**src/rtl/vec_dot_mac.sv**
```systemverilog
`default_nettype none
// ---------------------------------------------------------------------------
// vec_dot_mac : L-lane signed dot product of two C-element vectors with a
//               valid/ready interface and a truncate/saturate/round output stage.
// Revision    : 1.0
// ---------------------------------------------------------------------------
module vec_dot_mac #(
  parameter int C   = 8,
  parameter int L   = 2,
  parameter int W_X = 8,
  parameter int W_K = 8,
  parameter int W_O = 8
) (
  input  logic                         clk,
  input  logic                         rst_n,
  input  logic                         s_valid,
  output logic                         s_ready,
  input  logic [C-1:0][W_K-1:0]        k,
  input  logic [C-1:0][W_X-1:0]        x,
  input  logic [1:0]                   mode,
  input  logic [$clog2(W_X+W_K+(($clog2(C) > 1) ? $clog2(C) : 1))-1:0] shift,
  output logic                         m_valid,
  input  logic                         m_ready,
  output logic [W_O-1:0]               y,
  output logic                         ovf,
  output logic [W_X+W_K+(($clog2(C) > 1) ? $clog2(C) : 1)-1:0] acc
);
  localparam int W_M = W_X + W_K;
  localparam int W_Y = W_M + (($clog2(C) > 1) ? $clog2(C) : 1);
  localparam int NB  = (C + L - 1) / L;
  localparam int W_S = $clog2(W_Y);
  localparam int W_B = (NB > 1) ? $clog2(NB) : 1;

  localparam logic signed [W_Y:0]  V_MAX = (W_Y+1)'((1 <<< (W_O-1)) - 1);
  localparam logic signed [W_Y:0]  V_MIN = ~V_MAX;
  localparam logic [W_O-1:0]       Y_MAX = {1'b0, {(W_O-1){1'b1}}};
  localparam logic [W_O-1:0]       Y_MIN = {1'b1, {(W_O-1){1'b0}}};

  typedef enum logic [1:0] {S_IDLE, S_RUN, S_POST, S_OUT} state_t;

  state_t                  r_state;
  logic [C-1:0][W_K-1:0]   r_k;
  logic [C-1:0][W_X-1:0]   r_x;
  logic [1:0]              r_mode;
  logic [W_S-1:0]          r_shift;
  logic [W_B-1:0]          r_beat;
  logic signed [W_Y-1:0]   r_sum;

  logic signed [W_M-1:0]   w_prod;
  logic signed [W_Y-1:0]   w_part;
  logic signed [W_Y:0]     w_ext;
  logic signed [W_Y:0]     w_rnd;
  logic signed [W_Y:0]     w_v;
  logic [W_O-1:0]          w_y;
  logic                    w_ovf;

  assign s_ready = (r_state == S_IDLE);

  // Elements outside the current beat (including padding past C) are masked out.
  always_comb begin
    w_part = '0;
    w_prod = '0;
    for (int i = 0; i < C; i++) begin
      if (r_beat == W_B'(i / L)) begin
        w_prod = W_M'($signed(r_k[i])) * W_M'($signed(r_x[i]));
        w_part = w_part + W_Y'(w_prod);
      end
    end
  end

  // One extra bit of headroom keeps the rounding add from wrapping.
  always_comb begin
    w_ext = {r_sum[W_Y-1], r_sum};
    w_rnd = '0;
    if (r_mode == 2'b10 && r_shift != '0)
      w_rnd = (W_Y+1)'(1) << (r_shift - W_S'(1));
    if (int'(r_shift) >= W_Y)
      w_v = {(W_Y+1){r_sum[W_Y-1]}};
    else
      w_v = (w_ext + w_rnd) >>> r_shift;

    w_y   = w_v[W_O-1:0];
    w_ovf = 1'b0;
    if (r_mode == 2'b00) begin
      w_y = r_sum[W_O-1:0];
    end else if (w_v > V_MAX) begin
      w_y   = Y_MAX;
      w_ovf = 1'b1;
    end else if (w_v < V_MIN) begin
      w_y   = Y_MIN;
      w_ovf = 1'b1;
    end
  end

  always_ff @(posedge clk or negedge rst_n) begin
    if (!rst_n) begin
      r_state <= S_IDLE;
      r_k     <= '0;
      r_x     <= '0;
      r_mode  <= '0;
      r_shift <= '0;
      r_beat  <= '0;
      r_sum   <= '0;
      m_valid <= 1'b0;
      y       <= '0;
      ovf     <= 1'b0;
      acc     <= '0;
    end else begin
      case (r_state)
        S_IDLE: begin
          if (s_valid) begin
            r_k     <= k;
            r_x     <= x;
            r_mode  <= mode;
            r_shift <= shift;
            r_beat  <= '0;
            r_sum   <= '0;
            r_state <= S_RUN;
          end
        end
        S_RUN: begin
          r_sum <= r_sum + w_part;
          if (r_beat == W_B'(NB - 1))
            r_state <= S_POST;
          else
            r_beat <= r_beat + W_B'(1);
        end
        S_POST: begin
          y       <= w_y;
          ovf     <= w_ovf;
          acc     <= r_sum;
          m_valid <= 1'b1;
          r_state <= S_OUT;
        end
        default: begin
          if (m_ready) begin
            m_valid <= 1'b0;
            r_state <= S_IDLE;
          end
        end
      endcase
    end
  end
endmodule
`default_nettype wire

```
**config.mk**
```make
export PLATFORM = sky130hd
export DESIGN_NAME = vec_dot_mac
export DESIGN_NICKNAME = d
export VERILOG_FILES = /design/src/rtl/vec_dot_mac.sv
export SDC_FILE = /design/constraint.sdc
export NUM_CORES = 2
export LEC_CHECK = 0
export ABC_AREA = 1
export CORE_MARGIN = 2
export CORE_UTILIZATION = 34
export DETAILED_ROUTE_END_ITERATION = 12
export DONT_BUFFER_PORTS = 1
export GPL_TIMING_DRIVEN = 0
export SKIP_CTS_REPAIR_TIMING = 1
export SYNTH_ARGS = -nofsm -noshare
export SYNTH_HDL_FRONTEND = slang
export SYNTH_SLANG_ARGS = --single-unit
```
**constraint.sdc**
```tcl
create_clock -name clk -period 61.6 [get_ports clk]
set_clock_uncertainty 0.15 [all_clocks]
set_input_delay 18.48 -clock clk [delete_from_list [all_inputs] [get_ports clk]]
set_output_delay 18.48 -clock clk [all_outputs]
set_load 0.005 [all_outputs]
```
Word level (Yosys, flattened, before mapping)
Index checks and enable logic that the tools add are counted.
- bits in registers: 187
- output and inout bits: 30
- add/sub/neg operators: 11
- $mul: 8
- magnitude comparators: 3
- eq/ne operators: 9
- shift-type cells: 2
- mux-type cells: 27
- bitwise gates (word level): 1
- reductions and logical operators: 14
- operators by type and width (kind ; count):
    two-way mux 19 bit ; 9
    adder 19 x 16 -> 19 bit ; 7
    multiplier 8 x 8 -> 16 bit ; 8
    two-way mux 20 bit ; 2
    one-hot mux 19 bit (2 select lines) ; 1
    two-way mux 8 bit ; 3
    adder 19 x 20 -> 20 bit ; 1
    greater-than comparator 20 x 8 -> 1 bit (second input constant) ; 1
    less-than comparator 20 x 8 -> 1 bit (second input constant) ; 1
    left shift 1 x 5 -> 20 bit (first input constant) ; 1
    >>> shifter 20 x 5 -> 20 bit ; 1
    adder 19 bit ; 1
    two-way mux 2 bit ; 5
    == test 2 bit (second input constant) ; 4
    logical NOT 2 bit ; 3
    != test 2 bit (second input constant) ; 3
    one-hot mux 2 bit (3 select lines) ; 1
    AND reduction 2 bit ; 3
    AND reduction 3 bit ; 2
    greater-or-equal comparator 5 bit (second input constant) ; 1
    nonzero test 5 bit ; 1
    subtractor 5 x 1 -> 5 bit (second input constant) ; 1
    == test 2 x 1 -> 1 bit (second input constant) ; 2
    two-way mux 1 bit ; 4
    other kinds (8) ; 9

Depth between registers and ports, before layout
- depth in word-level cells: 18
- depth in mapped cells: 133
- depth with buffers taken out: 132

Worst setup path after synthesis
OpenSTA, ideal clock, no wires.
- path kind: reg2reg
- from: register r_k[5] (netlist bit)
- to: register r_sum[18]
- library setup time: 0.118 ns
- data arrival time: 27.485 ns
- data required time: 61.332 ns
- setup slack: 33.847 ns
- cell stages (with the launch flop): 124
- path buffers: 1
- clock period less this slack: 27.753 ns
- cells stage by stage: dfrtp_1 -> clkbuf_1 -> nand2_1 -> inv_1 -> fa_1 -> inv_1 -> fa_1 -> inv_1 -> fa_1 -> inv_1 -> fa_1 -> inv_1 -> ha_1 -> inv_1 -> o31ai_1 -> inv_1 -> nor2_1 -> nor2_1 -> (+88 left out) -> inv_1 -> fa_1 -> fa_1 -> ha_1 -> ha_1 -> inv_1 -> o21bai_1 -> o21ai_0 -> a21oi_1 -> a21oi_1 -> ha_1 -> inv_1 -> nor3_1 -> nand2_1 -> o311ai_0 -> nand3_1 -> nand3_1 -> nand2_1
- longest elaborated chain between the ends: 18
- ends and longest elaborated chain (item ; RTL line ; RTL):
    start, declared ; 42 ; logic [C-1:0][W_K-1:0] r_k;
    start signal, assigned ; 112 ; r_k <= k;
    multiplier 8 x 8 -> 16 bit * ; 65 ; w_prod = W_M'($signed(r_k[i])) * W_M'($signed(r_x[i]));
    two-way mux 19 bit * ; 64 ; if (r_beat == W_B'(i / L)) begin
    adder 19 x 16 -> 19 bit ; 66 ; w_part = w_part + W_Y'(w_prod);
    two-way mux 19 bit * ; 64 ;
    adder 19 x 16 -> 19 bit ; 66 ;
    two-way mux 19 bit * ; 64 ;
    adder 19 x 16 -> 19 bit ; 66 ;
    two-way mux 19 bit * ; 64 ;
    (+2 left out) ; -- ;
    adder 19 x 16 -> 19 bit ; 66 ;
    two-way mux 19 bit * ; 64 ;
    adder 19 x 16 -> 19 bit ; 66 ;
    two-way mux 19 bit * ; 64 ;
    adder 19 x 16 -> 19 bit ; 66 ;
    two-way mux 19 bit * ; 64 ;
    adder 19 bit * ; 122 ; r_sum <= r_sum + w_part;
    one-hot mux 19 bit (2 select lines) * ; 109 ; case (r_state)
    end signal, assigned ; 122 ;
    end, declared ; 47 ; logic signed [W_Y-1:0] r_sum;
Every way passes the cells marked *; elsewhere a longest branch is shown, timed or not.
A chain may end at the register's enable or synchronous reset.

Worst setup path in the final report
- from: register r_k[7] (netlist bit)
- to: register r_sum[18]
Same word-level chain as after synthesis.

==> out/metrics.yaml <==
flow_run:
  drv_cap: 0
timing:
  setup_violations: 0
  hold_violations: 0
  rsz0062_at_grt: "no"
  maxSlewHeadroom: 0.107
  worstMarginPinSlew_ns: 1.34
  post-route-period-util: 0.506
  drv_slew: 0
  setup-tns-final_ns: 0
  period_minus_slack_ns: 31.17
  max_freq_mhz: 32.1
global_route:
  grt_usage: 0.196
  grt_pass1_vias: 31700
  overflow: 0
  antenna_found_initial: 14
  grt_pass1_wl_um: 177000
  grt_start_max_net_pins: 188
clock_network:
  clkSinkCount: 187
  worstSkewPairLatency_ns: 0.56
  clockRootBuffer: "clkbuf_16"
  numCtsBuffers: 17
  clk_path_buf_depth: 2
  h-tree-depth: 4
  clkTransAtPathRegs_ns: 0.10
  cts_tree: "built"
synth:
  synth_compound_area_frac: 0.0600
  synth_top_family_by_area: "adder cells"
  synth.area.mux_share: 0.000257
  synthXorXnorAreaFrac: 0.0243
  post_synth_inst_count: 5104
  synthSimpleGateAreaFrac: 0.202
  syn_area_per_cell_um2: 7.62
  synth-seq-cells: 187
  synthAdderAreaFrac: 0.452
  ys_types: 53
  synthArstFlopShare: 1.00
  seq_area_frac_synth: 0.120
  netlist_area_um2: 38900
  synth_ff_type: "dfrtp_1"
  synth_edf_count: 0
  synth.yosys.warnings: 0
  syn-num-nets: 6263
floorplan:
  die_area_um2: 117000
  pin_count: 169
  std_cell_rows: 124
  die_h_um: 342
  start_util: 0.341
  coreArea_um2: 114000
  die_x_um: 342
placed_design:
  dpl.hpwl_um: 94000
  gp_congestion: 0.948
  io_buffers: 0
critical_path:
  end_kind: "flop"
  critical_path_buf_inv_count: 17
  cp_common_cell: "fa_1"
  cp.arrival_ns: 31.47
  critPathKind: "flop to flop"
  critPathLaunchType: "flop"
  critPathMaxStageDelay_ns: 0.67
  crit_fanout: 9
  crit_family: "adder cells"
  crit_required_ns: 61.89
  crit_slowest_cell: "o311ai_0"
finish:
  fillCellCount: 12000
  syn_to_final_growth_pct: 6.46
  layout_common_cells: "nand2_1, inv_1, fa_1"
  layout_commonest_cell: "nand2_1"
  nets: 6282
  layout-drive-gt1-share: 0.0310
routing:
  num_vias: 31000
  drt-total-wl_um: 111000
  drc: 0
  drtIter0Drc: 1923
  drt-pass1-iter-count: 5
  vias_per_cell: 4.65
  drt-wirelength-per-cell_um: 16.6
  postRouteAntennaNets: 0
min_path:
  hp-class: "flop to flop"
run_status:
  status: "finished, final reports clean"
## metrics by stage
stage	instance area (µm²)	utilization	hold WS (ns)	std cells	setup WS, ns
finish	41400	0.363	0.369	6654	30.43
CTS	41400	0.363	0.375	6648	30.23
floorplan	38900	-	0.315	5104	33.85
global placement	40800	0.358	0.345	6616	30.38
detailed placement	40800	0.358	0.354	6616	30.41
global route	41400	0.363	0.389	6650	28.35
## cells by family (layout without fill, tap and decap cells)
| group | after synthesis | count (layout) |
|---|---|---|
| and+or+nand+nor | 1926 | 1926 |
| buffers and inverters | 1439 | 1471 |
| adders and majority gates | 1020 | 1020 |
| AOI/OAI and AO/OA | 423 | 423 |
| DFF | 187 | 187 |
| xor gates and xnor gates | 108 | 108 |
| muxes | 1 | 1 |
| other | 0 | 6 |
## cell type report
| cell class | instances | area, µm² | share of cell area |
|---|---|---|---|
| multi-input cells | 3478 | 28700 | 0.694 |
| flip-flops and latches | 187 | 4680 | 0.113 |
| inverters | 1239 | 4650 | 0.112 |
| well taps | 1512 | 1890 | 0.0457 |
| plain buffers | 200 | 827 | 0.0200 |
| clock buffers | 17 | 425 | 0.0103 |
| clock inverters | 15 | 178 | 0.00429 |
| diodes | 6 | 15.0 | 0.000363 |
## cells in the mapped netlist (2+ instances only)
library cell,number,area share
a211oi_1,2,0.00039
a21boi_0,5,0.00097
a21o_1,8,0.0015
a21oi_1,182,0.023
a21oi_4,2,0.00084
a31oi_1,6,0.00097
and2_1,3,0.00048
buf_1,2,0.00019
buf_4,2,0.00039
buf_6,7,0.0020
clkbuf_1,186,0.018
clkinv_1,5,0.00048
dfrtp_1,187,0.12
fa_1,641,0.33
ha_1,379,0.12
inv_1,1227,0.12
inv_2,7,0.00068
nand2_1,1459,0.14
nand2_2,15,0.0024
nand2_4,2,0.00058
nand3_1,117,0.015
nand3_2,10,0.0026
nand3b_1,5,0.00097
nand4_1,18,0.0029
nor2_1,181,0.017
nor2_2,9,0.0014
nor2_4,2,0.00058
nor3_1,28,0.0036
nor4_1,8,0.0013
o2111ai_1,4,0.00090
o211ai_1,9,0.0017
o21a_1,8,0.0015
o21ai_0,162,0.021
o21bai_1,13,0.0025
o221ai_1,5,0.0011
o22ai_1,7,0.0011
o31ai_1,7,0.0014
or2_2,63,0.010
xnor2_1,48,0.011
xor2_1,60,0.014
## flip-flops by register name, summed over array words and instances, names as in the netlist
| register | flops |
|---|---|
| r_mode | 2 |
| ovf | 1 |
| r_beat | 2 |
| m_valid | 1 |
| r_k | 64 |
| r_state | 2 |
| y | 8 |
| r_x | 64 |
| r_sum | 19 |
| acc | 19 |
| r_shift | 5 |
## worst register-to-register path: cells and delay by family, from the launching register on
family                     cells  cell delay (ns)
buffers and inverters         17             1.47
adders and majority gates     48            21.26
DFF                            1             0.33
AOI/OAI and AO/OA             22             5.02
and+or+nand+nor               22             2.52
xor gates and xnor gates       2             0.28
## worst paths after layout
| path | start | to | slack [ns] | depth (start not counted) |
|---|---|---|---|---|
| worst max-delay path | r_k[7] | r_sum[18] | 30.43 | 111 |
| worst min-delay path | acc[4] | acc[4] | 0.37 | 2 |
| worst max register to register | r_k[7] | r_sum[18] | 30.43 | 111 |
| worst min register to register | acc[4] | acc[4] | 0.37 | 2 |
| max in group asynchronous | rst_n | r_x[21] | 43.31 | 0 |
| min in group asynchronous | rst_n | r_x[23] | 17.47 | 0 |
## layer usage
layer | global-route usage | share of wire
met1 | 0.279 | 0.48
met2 | 0.301 | 0.44
met3 | 0.0406 | 0.066
met4 | 0.0484 | 0.019
met5 | 0 | 0.00078
Power is not shown: default switching activity piles up to over one toggle a cycle in this logic, so the estimate is an artifact.
